$ cat src/rtl/com_bus_arbiter_n.sv
// Shared coherence-bus arbiter: snoop > memory > processor priority, non-preemptive
// tenures bounded by HOLD_MAX, round-robin among processor requests.
module com_bus_arbiter_n #(
    parameter int CORES    = 4,
    parameter int HOLD_MAX = 16,
    localparam int IDX_W   = (CORES > 1) ? $clog2(CORES) : 1
) (
    input  logic             clk,
    input  logic             rst_n,
    input  logic [CORES-1:0] Com_Bus_Req_proc,
    input  logic [CORES-1:0] Com_Bus_Req_snoop,
    input  logic             Mem_snoop_req,
    output logic [CORES-1:0] Com_Bus_Gnt_proc,
    output logic [CORES-1:0] Com_Bus_Gnt_snoop,
    output logic             Mem_snoop_gnt,
    output logic             Bus_busy,
    output logic [IDX_W-1:0] Gnt_idx,
    output logic             Hold_timeout
);

    localparam int CNT_W = 8;
    localparam logic [CNT_W-1:0] HOLD_LIM = CNT_W'(HOLD_MAX);

    typedef enum logic {ST_IDLE = 1'b0, ST_GRANT = 1'b1} state_t;
    typedef enum logic [1:0] {HC_PROC = 2'd0, HC_SNOOP = 2'd1, HC_MEM = 2'd2} holder_t;

    state_t           state_r, state_s;
    holder_t          holder_r, holder_s;
    logic [IDX_W-1:0] hidx_r, hidx_s;
    logic [CNT_W-1:0] cnt_r, cnt_s;
    logic [IDX_W-1:0] rr_r, rr_s;
    logic [CORES-1:0] mask_proc_r, mask_proc_s;
    logic [CORES-1:0] mask_snoop_r, mask_snoop_s;
    logic             mask_mem_r, mask_mem_s;
    logic [CORES-1:0] gnt_proc_r, gnt_proc_s;
    logic [CORES-1:0] gnt_snoop_r, gnt_snoop_s;
    logic             gnt_mem_r, gnt_mem_s;
    logic             busy_r, busy_s;
    logic [IDX_W-1:0] idx_r, idx_s;
    logic             tmo_r, tmo_s;

    logic [CORES-1:0] proc_ok_s, snoop_ok_s;
    logic             mem_ok_s, holder_req_s;
    logic [IDX_W-1:0] snoop_win_s, proc_win_s, rr_next_s;

    function automatic logic [CORES-1:0] onehot(input logic [IDX_W-1:0] idx);
        for (int i = 0; i < CORES; i++) begin
            onehot[i] = (idx == IDX_W'(i));
        end
    endfunction

    function automatic logic [IDX_W-1:0] lowest_idx(input logic [CORES-1:0] v);
        lowest_idx = {IDX_W{1'b0}};
        for (int i = CORES - 1; i >= 0; i--) begin
            if (v[i]) lowest_idx = IDX_W'(i);
        end
    endfunction

    // Rotate the request vector so the search starts at ptr, then map back modulo CORES.
    function automatic logic [IDX_W-1:0] rr_pick(input logic [CORES-1:0] req,
                                                 input logic [IDX_W-1:0] ptr);
        logic [2*CORES-1:0] rot;
        logic [IDX_W:0]     pos;
        logic               found;
        rot     = {req, req} >> ptr;
        rr_pick = {IDX_W{1'b0}};
        found   = 1'b0;
        for (int k = 0; k < CORES; k++) begin
            pos = {1'b0, ptr} + (IDX_W+1)'(k);
            if (pos >= (IDX_W+1)'(CORES)) pos = pos - (IDX_W+1)'(CORES);
            if (!found && rot[k]) begin
                rr_pick = pos[IDX_W-1:0];
                found   = 1'b1;
            end
        end
    endfunction

    // Eligible requests, winners and the current holder's request level.
    always_comb begin
        proc_ok_s   = Com_Bus_Req_proc & ~mask_proc_r;
        snoop_ok_s  = Com_Bus_Req_snoop & ~mask_snoop_r;
        mem_ok_s    = Mem_snoop_req & ~mask_mem_r;
        snoop_win_s = lowest_idx(snoop_ok_s);
        proc_win_s  = rr_pick(proc_ok_s, rr_r);
        rr_next_s   = (hidx_r == IDX_W'(CORES - 1)) ? {IDX_W{1'b0}} : hidx_r + IDX_W'(1);
        case (holder_r)
            HC_PROC:  holder_req_s = Com_Bus_Req_proc[hidx_r];
            HC_SNOOP: holder_req_s = Com_Bus_Req_snoop[hidx_r];
            HC_MEM:   holder_req_s = Mem_snoop_req;
            default:  holder_req_s = 1'b0;
        endcase
    end

    // Next-state and registered-output logic.
    always_comb begin
        state_s      = state_r;
        holder_s     = holder_r;
        hidx_s       = hidx_r;
        cnt_s        = cnt_r;
        rr_s         = rr_r;
        mask_proc_s  = mask_proc_r & Com_Bus_Req_proc;
        mask_snoop_s = mask_snoop_r & Com_Bus_Req_snoop;
        mask_mem_s   = mask_mem_r & Mem_snoop_req;
        gnt_proc_s   = {CORES{1'b0}};
        gnt_snoop_s  = {CORES{1'b0}};
        gnt_mem_s    = 1'b0;
        busy_s       = 1'b0;
        idx_s        = {IDX_W{1'b0}};
        tmo_s        = 1'b0;
        case (state_r)
            ST_IDLE: begin
                if (|snoop_ok_s) begin
                    state_s     = ST_GRANT;
                    holder_s    = HC_SNOOP;
                    hidx_s      = snoop_win_s;
                    cnt_s       = CNT_W'(1);
                    gnt_snoop_s = onehot(snoop_win_s);
                    busy_s      = 1'b1;
                    idx_s       = snoop_win_s;
                end else if (mem_ok_s) begin
                    state_s   = ST_GRANT;
                    holder_s  = HC_MEM;
                    hidx_s    = {IDX_W{1'b0}};
                    cnt_s     = CNT_W'(1);
                    gnt_mem_s = 1'b1;
                    busy_s    = 1'b1;
                end else if (|proc_ok_s) begin
                    state_s    = ST_GRANT;
                    holder_s   = HC_PROC;
                    hidx_s     = proc_win_s;
                    cnt_s      = CNT_W'(1);
                    gnt_proc_s = onehot(proc_win_s);
                    busy_s     = 1'b1;
                    idx_s      = proc_win_s;
                end else begin
                    state_s = ST_IDLE;
                end
            end
            ST_GRANT: begin
                if (!holder_req_s || (cnt_r == HOLD_LIM)) begin
                    // A request still high here means the tenure expired rather than ended.
                    state_s = ST_IDLE;
                    cnt_s   = {CNT_W{1'b0}};
                    tmo_s   = holder_req_s;
                    if (holder_req_s) begin
                        case (holder_r)
                            HC_PROC:  mask_proc_s  = mask_proc_s | onehot(hidx_r);
                            HC_SNOOP: mask_snoop_s = mask_snoop_s | onehot(hidx_r);
                            HC_MEM:   mask_mem_s   = 1'b1;
                            default:  mask_mem_s   = mask_mem_s;
                        endcase
                    end else begin
                        mask_mem_s = mask_mem_s;
                    end
                    if (holder_r == HC_PROC) begin
                        rr_s = rr_next_s;
                    end else begin
                        rr_s = rr_r;
                    end
                end else begin
                    cnt_s       = cnt_r + CNT_W'(1);
                    gnt_proc_s  = gnt_proc_r;
                    gnt_snoop_s = gnt_snoop_r;
                    gnt_mem_s   = gnt_mem_r;
                    busy_s      = busy_r;
                    idx_s       = idx_r;
                end
            end
            default: begin
                state_s = ST_IDLE;
                cnt_s   = {CNT_W{1'b0}};
            end
        endcase
    end

    // State and output registers.
    always_ff @(posedge clk or negedge rst_n) begin
        if (!rst_n) begin
            state_r      <= ST_IDLE;
            holder_r     <= HC_PROC;
            hidx_r       <= {IDX_W{1'b0}};
            cnt_r        <= {CNT_W{1'b0}};
            rr_r         <= {IDX_W{1'b0}};
            mask_proc_r  <= {CORES{1'b0}};
            mask_snoop_r <= {CORES{1'b0}};
            mask_mem_r   <= 1'b0;
            gnt_proc_r   <= {CORES{1'b0}};
            gnt_snoop_r  <= {CORES{1'b0}};
            gnt_mem_r    <= 1'b0;
            busy_r       <= 1'b0;
            idx_r        <= {IDX_W{1'b0}};
            tmo_r        <= 1'b0;
        end else begin
            state_r      <= state_s;
            holder_r     <= holder_s;
            hidx_r       <= hidx_s;
            cnt_r        <= cnt_s;
            rr_r         <= rr_s;
            mask_proc_r  <= mask_proc_s;
            mask_snoop_r <= mask_snoop_s;
            mask_mem_r   <= mask_mem_s;
            gnt_proc_r   <= gnt_proc_s;
            gnt_snoop_r  <= gnt_snoop_s;
            gnt_mem_r    <= gnt_mem_s;
            busy_r       <= busy_s;
            idx_r        <= idx_s;
            tmo_r        <= tmo_s;
        end
    end

    assign Com_Bus_Gnt_proc  = gnt_proc_r;
    assign Com_Bus_Gnt_snoop = gnt_snoop_r;
    assign Mem_snoop_gnt     = gnt_mem_r;
    assign Bus_busy          = busy_r;
    assign Gnt_idx           = idx_r;
    assign Hold_timeout      = tmo_r;

endmodule
$ cat config.mk
export PLATFORM = sky130hd
export DESIGN_NAME = com_bus_arbiter_n
export DESIGN_NICKNAME = d
export VERILOG_FILES = /design/src/rtl/com_bus_arbiter_n.sv
export SDC_FILE = /design/constraint.sdc
export NUM_CORES = 1
export LEC_CHECK = 0
export BUFFER_PORTS_ARGS = -buffer_cell sky130_fd_sc_hd__buf_2
export CORE_ASPECT_RATIO = 0.9
export CORE_UTILIZATION = 35
export DETAILED_ROUTE_END_ITERATION = 16
export PLACE_DENSITY = 0.65
export SLEW_MARGIN = 30
export SYNTH_ARGS = -nofsm -noshare
export SYNTH_HDL_FRONTEND = slang
export SYNTH_SLANG_ARGS = --single-unit
$ cat constraint.sdc
create_clock -name clk -period 4.32 [get_ports clk]
set_input_delay 0.864 -clock clk [delete_from_list [all_inputs] [get_ports clk]]
set_output_delay 0.864 -clock clk [all_outputs]
set_load 0.02 [all_outputs]
# ---- Word-level counts from Yosys, hierarchy flattened
# Index checks and enable logic that the tools add are counted.
dict set report classes {
  magnitude_cmp 5
  n_reduce_logical 17
  eq_ne 14
  addsub 9
  muxes 68
  n_bitwise 12
  n_shift 1
}
# cell count
set op_table {}
lappend op_table {{two-way mux 4 bit} 13}
lappend op_table {{two-way mux 2 bit} 23}
lappend op_table {{two-way mux 8 bit} 4}
lappend op_table {{two-way mux 1 bit} 18}
lappend op_table {{bitwise AND 4 bit} 4}
lappend op_table {{one-hot mux 4 bit (2 select lines)} 2}
lappend op_table {{one-hot mux 8 bit (2 select lines)} 1}
lappend op_table {{== test 2 bit, second input constant} 7}
lappend op_table {{>= comparator 3 bit, second input constant} 3}
lappend op_table {{adder 8 x 1 -> 8 bit, second input constant} 1}
lappend op_table {{== test 2 x 1 -> 1 bit, second input constant} 4}
lappend op_table {{== test 8 x 5 -> 1 bit, second input constant} 1}
lappend op_table {{zero test 2 bit} 4}
lappend op_table {{NOT 4 bit} 2}
lappend op_table {{bitwise OR 4 bit} 2}
lappend op_table {{OR reduction 4 bit} 2}
lappend op_table {{>> shifter 8 x 2 -> 4 bit} 1}
lappend op_table {{subtractor 2 x 1 -> 2 bit, second input constant} 4}
lappend op_table {{adder 2 x 2 -> 3 bit, second input constant} 2}
lappend op_table {{one-hot mux 1 bit (2 select lines)} 3}
lappend op_table {{binary-select mux 1 bit (select 2 bit)} 2}
lappend op_table {{zero test 1 bit} 4}
lappend op_table {{inequality test 4 bit, second input constant} 1}
lappend op_table {{one-hot mux 2 bit (2 select lines)} 1}
lappend op_table {{other kinds (13)} 17}
dict set report word_totals {
  out_inout_bits 13
  reg_bits 37
  elab_cells 140
}

# ---- Logic depth before layout (Yosys ltp)
# Gate-level depths: netlist of the first run.
dict set report logic_depth {
  word_depth 18
  mapped_depth 7
  depth_no_buf 6
}

# ---- Worst setup path before layout of the first run
# OpenSTA, ideal clock, no wires.
dict set report synth_timing {
  path_kind {input port to flip-flop}
  startpoint {in Com_Bus_Req_snoop[3]}
  endpoint {reg cnt_r[2]}
  slack_ns 2.180
  cell_stages 6
  t_arrival_ns 2.075
  required_ns 4.254
  path_cell_list {nor2b_1 nor4_1 and4_1 clkbuf_1 o21bai_1 a22o_1}
}
dict set report synth_between {
  elab_chain_cells 7
  word_cells_on_any_way 11
}
# element line
set synth_lines {}
lappend synth_lines {{start, declared} 11} ;# input logic [CORES-1:0] Com_Bus_Req_snoop,
lappend synth_lines {{binary-select mux 1 bit (select 2 bit)} 88} ;# HC_SNOOP: holder_req_s = Com_Bus_Req_snoop[hidx_r];
lappend synth_lines {{two-way mux 1 bit (implied by the code)} 88}
lappend synth_lines {{one-hot mux 1 bit (3 select lines)} 86} ;# case (holder_r)
lappend synth_lines {{zero test 1 bit} 140} ;# if (!holder_req_s || (cnt_r == HOLD_LIM)) begin
lappend synth_lines {{logical OR 1 bit} 140}
lappend synth_lines {{two-way mux 8 bit} 140}
lappend synth_lines {{one-hot mux 8 bit (2 select lines)} 110} ;# case (state_r)
lappend synth_lines {{end signal, assigned} 182} ;# cnt_r <= {CNT_W{1'b0}};
lappend synth_lines {{end signal, assigned} 197} ;# cnt_r <= cnt_s;
lappend synth_lines {{end, declared} 30} ;# logic [CNT_W-1:0] cnt_r, cnt_s;
# Several ways; a longest one is shown, not always the timed one. The select of a mux whose other input is x is not followed.
# A chain may end at the register's enable or synchronous reset.

# ---- Final worst setup path of the first run
dict set report layout_timing {
  startpoint {in Com_Bus_Req_snoop[2]}
  endpoint {reg cnt_r[5]}
}
# Same word-level chain as after synthesis.

==> qor.csv, run 1 <==
metric,value,unit
Worst Path Max Fanout,8,
grt ovf,0,
"Slew Viols, Final",0,
post-route clock period utilization,0.524,
layout cell share with drive strength beyond 1,0.179,
Die W,81.0,um
Num Clock Sinks,37,
WL per Instance,15.7,um
clock tree from TritonCTS,done,
Post-synth EDFFs,0,
Hold Crit Depth,2,
Max-Cap Viols,0,
number of global-route vias before repair,1431,
worst setup margin,2.06,ns
pre-CTS setup slack,1.81,ns
post-synthesis instance area,1970,um2
leakage,0.00104,uW
Syn Area/Cell,10.1,um2
FMAX,442,MHz
post-layout util,0.417,
CP max stage delay,0.57,ns
Layout Skew,0.0105,ns
WP data arrival,2.49,ns
number of I/O port buffers,23,
"most common cell after layout, fill and taps aside",dfrtp_1,
Die H,73.1,um
post_cts resized,0,
drt first pass iters,4,
placed insts,277,
vias post-DR,1531,
Hold Path Sink,mask_proc_r[3],
"Net Count, Synth",211,
# rows,25,
"Hold Vio Cnt, Final",0,
Multi-input gate area,976,um2
"commonest cells after routing, fill and taps aside","37 x dfrtp_1, 23 x buf_2, 20 x nand2_1",
Pwr Density,520,nW/um2
Detailed Place HPWL,3.38,mm
TritonCTS buffer count,5,
final instance area,2220,um2
Nets,234,
crit path launch,Com_Bus_Req_snoop[2],
proportion of synthesized chip area in sequential cells,0.471,
Final setup viols,0,
Worst path slowest cell,nor4_1,
min-delay src,mask_proc_r[3],
ant diodes,0,
CTS Root Cell,clkbuf_8,
hold buffer count at CTS,0,
R2R depth,5,
worst-skew pair later-pin latency,0.29,ns
Startpoint Class,input port,
maximum vdd drop,0.345,mV
first-pass GRT wire length,7.45,mm
sequential cell area,926,um2
dpl cell area,2130,um2
Crit. End Element,register,
HP Class,register to register,
Fillers,551,
setup TNS,0,ns
post-CTS setup buffers,0,
Worst R2R End,Gnt_idx[1],
predominant post-synthesis flop cell,dfrtp_1,
initial antenna violation count,0,
worst-margin pin slew,0.878,ns
cells along the critical path,"buf_2, nor2b_1, nor4_1, and4_1, o21bai_1, a22o_1",
number of synthesized register bits,37,
status,"finished, final reports clean",
DRC viols,0,
Synth Instances,194,
unrepaired setup endpoints after global routing,no,
Detailed Route WL,4.49,mm
CTS max path bufs,2,
FF-to-FF Start,holder_r[1],
Critical Path RT,4.55,ns
top-level I/O count,24,
largest net degree at the start of global routing,38,
Tmin final,2.26,ns
Unique masters post-synth,47,
Vias per Instance,5.37,
Iter 0 DRT Violations,100,
All-Layer GR Usage,0.170,
Die ar.,5920,um2
Initial Util,0.370,
core area,5320,um2
routability cong.,0.862,
Max transition margin,0.410,
Synth Warn #,0,
clk slew on worst S/H paths,0.07,ns
CP Class,input port to register,
area delta synth->final,12.7,%
CTS H-Tree Depth,2,
async set-or-reset flop fraction in the synthesized netlist,1.00,
filler-free cell count of the finished design,285,
Routed Antenna Nets,0,
FF-to-FF setup slack,2.14,ns
## area by class of cell
type | count | area share
sequential | 37 | 0.418
multi-input combinational | 141 | 0.440
inverter | 9 | 0.0152
clock inverter | 2 | 0.00451
clock buffer | 6 | 0.0327
timing repair buffer | 23 | 0.0519
tap | 67 | 0.0378
## power by group
group          internal (uW)  switching, uW  leakage (uW)
combinational            166            259      0.000495
clock                    112            122     0.0000450
sequential               407           87.0      0.000495
## cells in the mapped netlist (all sizes together) (3+ instances only)
master	number	area, um2
a21oi	5	28.8
nor2b	7	43.8
o31ai	4	30.0
and3	4	25.0
mux2i	4	40.0
ha	6	75.1
clkbuf	3	11.3
o2bb2ai	3	26.3
a22o	9	78.8
buf	4	20.0
nor2	3	11.3
dfrtp	37	926
nand2b	15	93.8
nand3	6	30.0
nand2	21	81.3
o21ai	9	45.0
nor3	4	20.0
inv	9	33.8
nand3b	3	22.5
## through the flow
step	hold slack [ns]	power [uW]
after detailed placement	0.468	924
after global routing	0.522	1240
final	0.480	1150
after floorplan	0.442	804
after global placement	0.457	919
after CTS	0.484	1160
## state kept, by name, summed over array words and instances (netlist names), 2 cells and up
| name | flops |
|---|---|
| Com_Bus_Gnt_proc | 4 |
| Com_Bus_Gnt_snoop | 4 |
| Gnt_idx | 2 |
| cnt_r | 8 |
| hidx_r | 2 |
| holder_r | 2 |
| mask_proc_r | 4 |
| mask_snoop_r | 4 |
| rr_r | 2 |
## critical path, delay by kind of cell
| family | cells | cell delay [ns] |
|---|---|---|
| and+or+nand+nor | 3 | 1.20 |
| AOI/OAI and AO/OA | 2 | 0.30 |
| buffers and inverters | 1 | 0.12 |
## worst max path at each step
stage / endpoint / cells after the start
global placement: cnt_r[2] / 6
global route: Gnt_idx[1] / 5
finish: cnt_r[5] / 6
floorplan: cnt_r[2] / 6
detailed placement: Gnt_idx[1] / 6
CTS: cnt_r[5] / 6
## kinds of logic after synthesis
| family | share of synthesized area |
|---|---|
| and+or+nand+nor | 0.221 |
| AOI/OAI and AO/OA | 0.200 |
| DFF | 0.471 |
| buffers and inverters | 0.0331 |
| muxes | 0.0318 |
| adders and majority gates | 0.0382 |
| xor gates and xnor gates | 0.00445 |
## metal layers
metal,track usage,vias to the layer above,share of wire
met5,0,-,0
met3,0.0388,6,0.059
met1,0.274,721,0.53
met4,0.0476,0,0.012
met2,0.220,48,0.40
li1,-,756,-
No activity file was read; power rests on OpenSTA's default activity.
==> run 2, diff against run 1 <==
--- a/config.mk
+++ b/config.mk
@@ -5,11 +5,12 @@
 export SDC_FILE = /design/constraint.sdc
 export NUM_CORES = 1
 export LEC_CHECK = 0
+export ABC_AREA = 1
 export BUFFER_PORTS_ARGS = -buffer_cell sky130_fd_sc_hd__buf_2
 export CORE_ASPECT_RATIO = 0.9
 export CORE_UTILIZATION = 35
 export DETAILED_ROUTE_END_ITERATION = 16
-export PLACE_DENSITY = 0.65
+export PLACE_DENSITY = 0.66
 export SLEW_MARGIN = 30
 export SYNTH_ARGS = -nofsm -noshare
 export SYNTH_HDL_FRONTEND = slang
==> constraint.sdc (replaced) <==
create_clock -name clk -period 1.94 [get_ports clk]
set_input_delay 0.388 -clock clk [delete_from_list [all_inputs] [get_ports clk]]
set_output_delay 0.388 -clock clk [all_outputs]
set_load 0.02 [all_outputs]
==> qor.csv, run 2 <==
metric,value,unit
status,"finished, final reports clean",
WL per Instance,13.2,um
Nets,316,
Unique masters post-synth,32,
worst-margin pin slew,0.526,ns
hold buffer count at CTS,0,
Detailed Place HPWL,3.71,mm
Worst path slowest cell,dfrtp_2,
CP max stage delay,0.47,ns
TritonCTS buffer count,5,
routability cong.,0.975,
first-pass GRT wire length,8.54,mm
Crit. End Element,register,
cells along the critical path,"inv_4, nand3_1, nand2_1, nand2_1, nand2_1, nand2_1, nand2_1, nand2_1, nand2_1, nand2_1, nand2_1, o211ai_1",
Die ar.,6470,um2
ant diodes,0,
drt first pass iters,4,
Syn Area/Cell,8.03,um2
Initial Util,0.372,
WHS,0.0373,ns
FF-to-FF setup slack,0.19,ns
clock tree from TritonCTS,done,
CTS Root Cell,clkbuf_8,
number of flip-flops in the largest register,8,
"Hold Vio Cnt, Final",0,
Worst Path Max Fanout,8,
core area,5790,um2
FMAX,572,MHz
Max-Cap Viols,0,
worst-skew pair later-pin latency,0.29,ns
clk slew on worst S/H paths,0.07,ns
post-CTS setup buffers,0,
area delta synth->final,15.5,%
Max transition margin,0.649,
async set-or-reset flop fraction in the synthesized netlist,1.00,
# rows,26,
Die H,76.4,um
Post-synth top cells,"68 x nand2_1, 37 x dfrtp_1, 36 x inv_1",
Tmin final,1.75,ns
grt ovf,0,
WP data arrival,1.90,ns
All-Layer GR Usage,0.166,
Detailed Route WL,4.89,mm
Critical Path RT,2.10,ns
post-layout util,0.429,
top-level I/O count,24,
"Slew Viols, Final",0,
Vias per Instance,5.04,
proportion of synthesized chip area in sequential cells,0.430,
most instantiated library cell after synthesis,nand2_1,
number of global-route vias before repair,1838,
FF-to-FF Start,rr_r[0],
HP Class,input port to async pin,
layout cell share with drive strength beyond 1,0.237,
Largest Register,cnt_r,
vias post-DR,1864,
CP Class,register to register,
Startpoint Class,register,
Buf/Inv on CP,1,
Yosys top cell area share,0.430,
Area contributors post-synth,"dfrtp_1 43%, nand2_1 12%, inv_1 6.3%",
Iter 0 DRT Violations,78,
"commonest cells after routing, fill and taps aside","68 x nand2_1, 36 x dfrtp_1, 36 x inv_1",
R2R depth,12,
Layout Skew,0.00258,ns
Routed Antenna Nets,0,
maximum vdd drop,0.386,mV
post-synthesis instance area,2150,um2
"Net Count, Synth",285,
largest net degree at the start of global routing,21,
Final setup viols,0,
Pwr Density,1340,nW/um2
crit-path leading delay family,simple AND/OR/NAND/NOR gates,
DRC viols,0,
number of synthesized register bits,37,
"most common cell after layout, fill and taps aside",nand2_1,
"area leader, netlist",dfrtp_1,
Post-synth EDFFs,0,
Die W,84.7,um
Num Clock Sinks,37,
Synth Warn #,0,
initial antenna violation count,0,
Worst R2R End,hidx_r[0],
setup TNS,0,ns
leakage,0.00127,uW
unrepaired setup endpoints after global routing,no,
number of I/O port buffers,23,
predominant post-synthesis flop cell,dfrtp_1,
Fillers,608,
CTS H-Tree Depth,2,
Synth Instances,268,
CTS max path bufs,2,
CP dominant cell by count,nand2_1,
post-route clock period utilization,0.901,
## run 2: cell types whose count changed after synthesis, sizes merged, moves of 5 or more
cell and change:
nand2b -15, nand2 +60, a22o -9, nor2b -7, o21ai +19, nor2 +11
nand4 +5, inv +30, nand3 +26
## run 2: what timing repair did
| action | 4_1_cts | 5_1_grt |
|---|---|---|
| endpoints found under the hold margin | 0 | 0 |
| gates resized for setup | 0 | 1 |
| endpoints found under the setup margin | 0 | 1 |
## run 2: per-layer routing
metal,up-vias,global-route usage,wire length [um],part of all wire
li1,930,-,-,-
met3,11,0.0433,196,0.040
met2,38,0.243,2090,0.43
met4,0,0.0559,107,0.022
met1,885,0.235,2500,0.51
met5,-,0,0,0
## run 2: through the flow
stage	total power [uW]	cells	cell area [um2]	setup slack, ns
5_1_grt	3580	370	2490	0.0333
6_report	3320	370	2490	0.192
3_3_place_gp	2590	362	2360	0.249
3_5_place_dp	2620	362	2360	0.199
4_1_cts	3340	370	2480	0.177
2_1_floorplan	2290	268	2150	0.503
## run 2: cell families (layout without fill, tap and decap cells)
group / Yosys count / count (layout) / share of synthesized area
AOI/OAI and AO/OA: 37 / 37 / 0.101
xor gates and xnor gates: 5 / 5 / 0.0203
adders and majority gates: 6 / 6 / 0.0349
buffers and inverters: 43 / 75 / 0.0883
DFF: 37 / 37 / 0.430
and+or+nand+nor: 140 / 140 / 0.326
## run 2: cell type report
class | count | area [um2] | share of cell area
timing repair buffer | 28 | 165 | 0.0664
sequential | 37 | 927 | 0.373
inverter | 39 | 149 | 0.0599
clock buffer | 6 | 82.6 | 0.0332
multi-input combinational | 188 | 1040 | 0.417
clock inverter | 2 | 37.5 | 0.0151
tap | 70 | 87.6 | 0.0352
## run 2: power breakdown
group	switching (uW)	internal [uW]	leakage (uW)
sequential	187	922	0.000496
combinational	989	522	0.000720
clock	285	418	0.0000574
total	1460	1860	0.00127
## run 2: worst max-delay path by stage
stage                                     end  cells after the start                 start
after floorplan                     hidx_r[0]                     13               rr_r[0]
after global placement    Com_Bus_Gnt_proc[1]                      9  Com_Bus_Req_snoop[2]
after detailed placement            hidx_r[0]                     12               rr_r[0]
after CTS                           hidx_r[0]                     12               rr_r[0]
after global routing                  rr_r[0]                      7              cnt_r[3]
final                               hidx_r[0]                     12               rr_r[0]
## run 2: worst reg2reg max path: stages, from the launching register on
cell and delay [ns]:
dfrtp_2 0.47, inv_4 0.11, nand3_1 0.08, nand2_1 0.11, nand2_1 0.06, nand2_1 0.09, nand2_1 0.08, nand2_1 0.10
nand2_1 0.08, nand2_1 0.08, nand2_1 0.05, nand2_1 0.17, o211ai_1 0.13
==> run 3, diff against run 2 <==
--- a/config.mk
+++ b/config.mk
@@ -5,12 +5,12 @@
 export SDC_FILE = /design/constraint.sdc
 export NUM_CORES = 1
 export LEC_CHECK = 0
-export ABC_AREA = 1
+export ABC_AREA = 0
 export BUFFER_PORTS_ARGS = -buffer_cell sky130_fd_sc_hd__buf_2
-export CORE_ASPECT_RATIO = 0.9
+export CORE_ASPECT_RATIO = 1.1
 export CORE_UTILIZATION = 35
 export DETAILED_ROUTE_END_ITERATION = 16
-export PLACE_DENSITY = 0.66
+export PLACE_DENSITY = 0.67
 export SLEW_MARGIN = 30
 export SYNTH_ARGS = -nofsm -noshare
 export SYNTH_HDL_FRONTEND = slang
==> qor.csv, run 3 (synthesized netlist as in run 1, its figures left out) <==
metric,value,unit
Layout Skew,0.00327,ns
crit path launch,hidx_r[1],
WP data arrival,2.00,ns
Routed Antenna Nets,0,
"Hold Vio Cnt, Final",0,
Tmin final,1.83,ns
ant diodes,0,
All-Layer GR Usage,0.172,
leakage,0.00111,uW
clk slew on worst S/H paths,0.07,ns
status,"finished, final reports clean",
Multi-input gate area,998,um2
largest net degree at the start of global routing,38,
HP Class,input port to async pin,
Iter 0 DRT Violations,83,
cells along the critical path,"mux2i_1, o22ai_1, a2111oi_4, mux2_1",
number of flip-flops in the largest register,8,
"most common cell after layout, fill and taps aside",dfrtp_1,
CTS Root Cell,clkbuf_8,
clock tree from TritonCTS,done,
overall power,2800,uW
TritonCTS buffer count,5,
top-level I/O count,24,
vias post-DR,1590,
CP max stage delay,0.50,ns
maximum vdd drop,0.623,mV
Num Clock Sinks,37,
dpl cell area,2250,um2
hold buffer count at CTS,0,
worst-skew pair later-pin latency,0.29,ns
post-layout util,0.437,
Die W,73.5,um
Final setup viols,0,
layout cell share with drive strength beyond 1,0.238,
Detailed Place HPWL,3.48,mm
number of global-route vias before repair,1609,
CP Class,register to register,
# rows,28,
Largest Register,cnt_r,
WL per Instance,14.8,um
Vias per Instance,5.20,
setup TNS,0,ns
Startpoint Class,register,
post_cts resized,0,
post-route clock period utilization,0.944,
core area,5400,um2
"Slew Viols, Final",0,
FMAX,546,MHz
Detailed Route WL,4.54,mm
post-CTS setup buffers,0,
Max-Cap Viols,0,
first-pass GRT wire length,7.63,mm
Pwr Density,1190,nW/um2
routability cong.,0.874,
sequential cell area,927,um2
Die ar.,5920,um2
Nets,248,
unrepaired setup endpoints after global routing,yes,
R2R depth,4,
Max transition margin,0.495,
Fillers,547,
Initial Util,0.365,
Crit. End Element,register,
Die H,80.6,um
number of I/O port buffers,23,
placed insts,299,
filler-free cell count of the finished design,306,
grt ovf,0,
Worst Path Max Fanout,8,
final instance area,2360,um2
FF-to-FF Start,hidx_r[1],
worst-margin pin slew,0.752,ns
CTS max path bufs,2,
DRC viols,0,
Critical Path RT,2.11,ns
initial antenna violation count,0,
"commonest cells after routing, fill and taps aside","36 x dfrtp_1, 23 x buf_2, 20 x nand2_1",
Worst path slowest cell,dfrtp_2,
drt first pass iters,4,
area delta synth->final,20.0,%
CTS H-Tree Depth,2,
[run 3: layout make-up]
cell class | instances | share of cell area
repair buffers | 37 | 0.0933
flip-flops and latches | 37 | 0.393
clock buffers | 7 | 0.0366
well taps | 75 | 0.0398
inverters | 9 | 0.0143
multi-input cells | 141 | 0.423
[run 3: path summary, 6_finish.rpt]
path                                  end  slack, ns
hold / removal                   cnt_r[3]       0.13
setup reg to reg                  rr_r[0]       0.11
hold reg to reg            mask_proc_r[1]       0.48
min in group clk           mask_proc_r[1]       0.34
setup / recovery                  rr_r[0]       0.11
max in group asynchronous       hidx_r[1]       1.46
[run 3: power by group]
| part | internal [uW] | switching (uW) | leakage, uW | total, uW |
|---|---|---|---|---|
| combinational | 511 | 662 | 0.000569 | 1170 |
| clock | 282 | 267 | 0.0000443 | 549 |
| sequential | 908 | 168 | 0.000494 | 1080 |
[run 3: layer usage]
layer,wire (um),share of wire,track usage,up-vias
met1,2140,0.47,0.224,770
met2,2110,0.46,0.271,37
li1,-,-,-,779
met4,62,0.014,0.0519,0
met5,0,0,0,-
met3,225,0.050,0.0527,4
[run 3: worst max-delay path, delay by kind of cell (launching register included)]
kind	cells	cell delay, ns
mux	2	0.65
compound gates	2	0.57
flops	1	0.50
[run 3: stage by stage]
step	setup WS, ns	hold slack [ns]
6_report	0.108	0.130
5_1_grt	-0.0228	0.185
4_1_cts	0.00527	0.150
3_5_place_dp	0.0117	0.465
3_3_place_gp	0.0105	0.459
2_1_floorplan	0.0331	0.0924
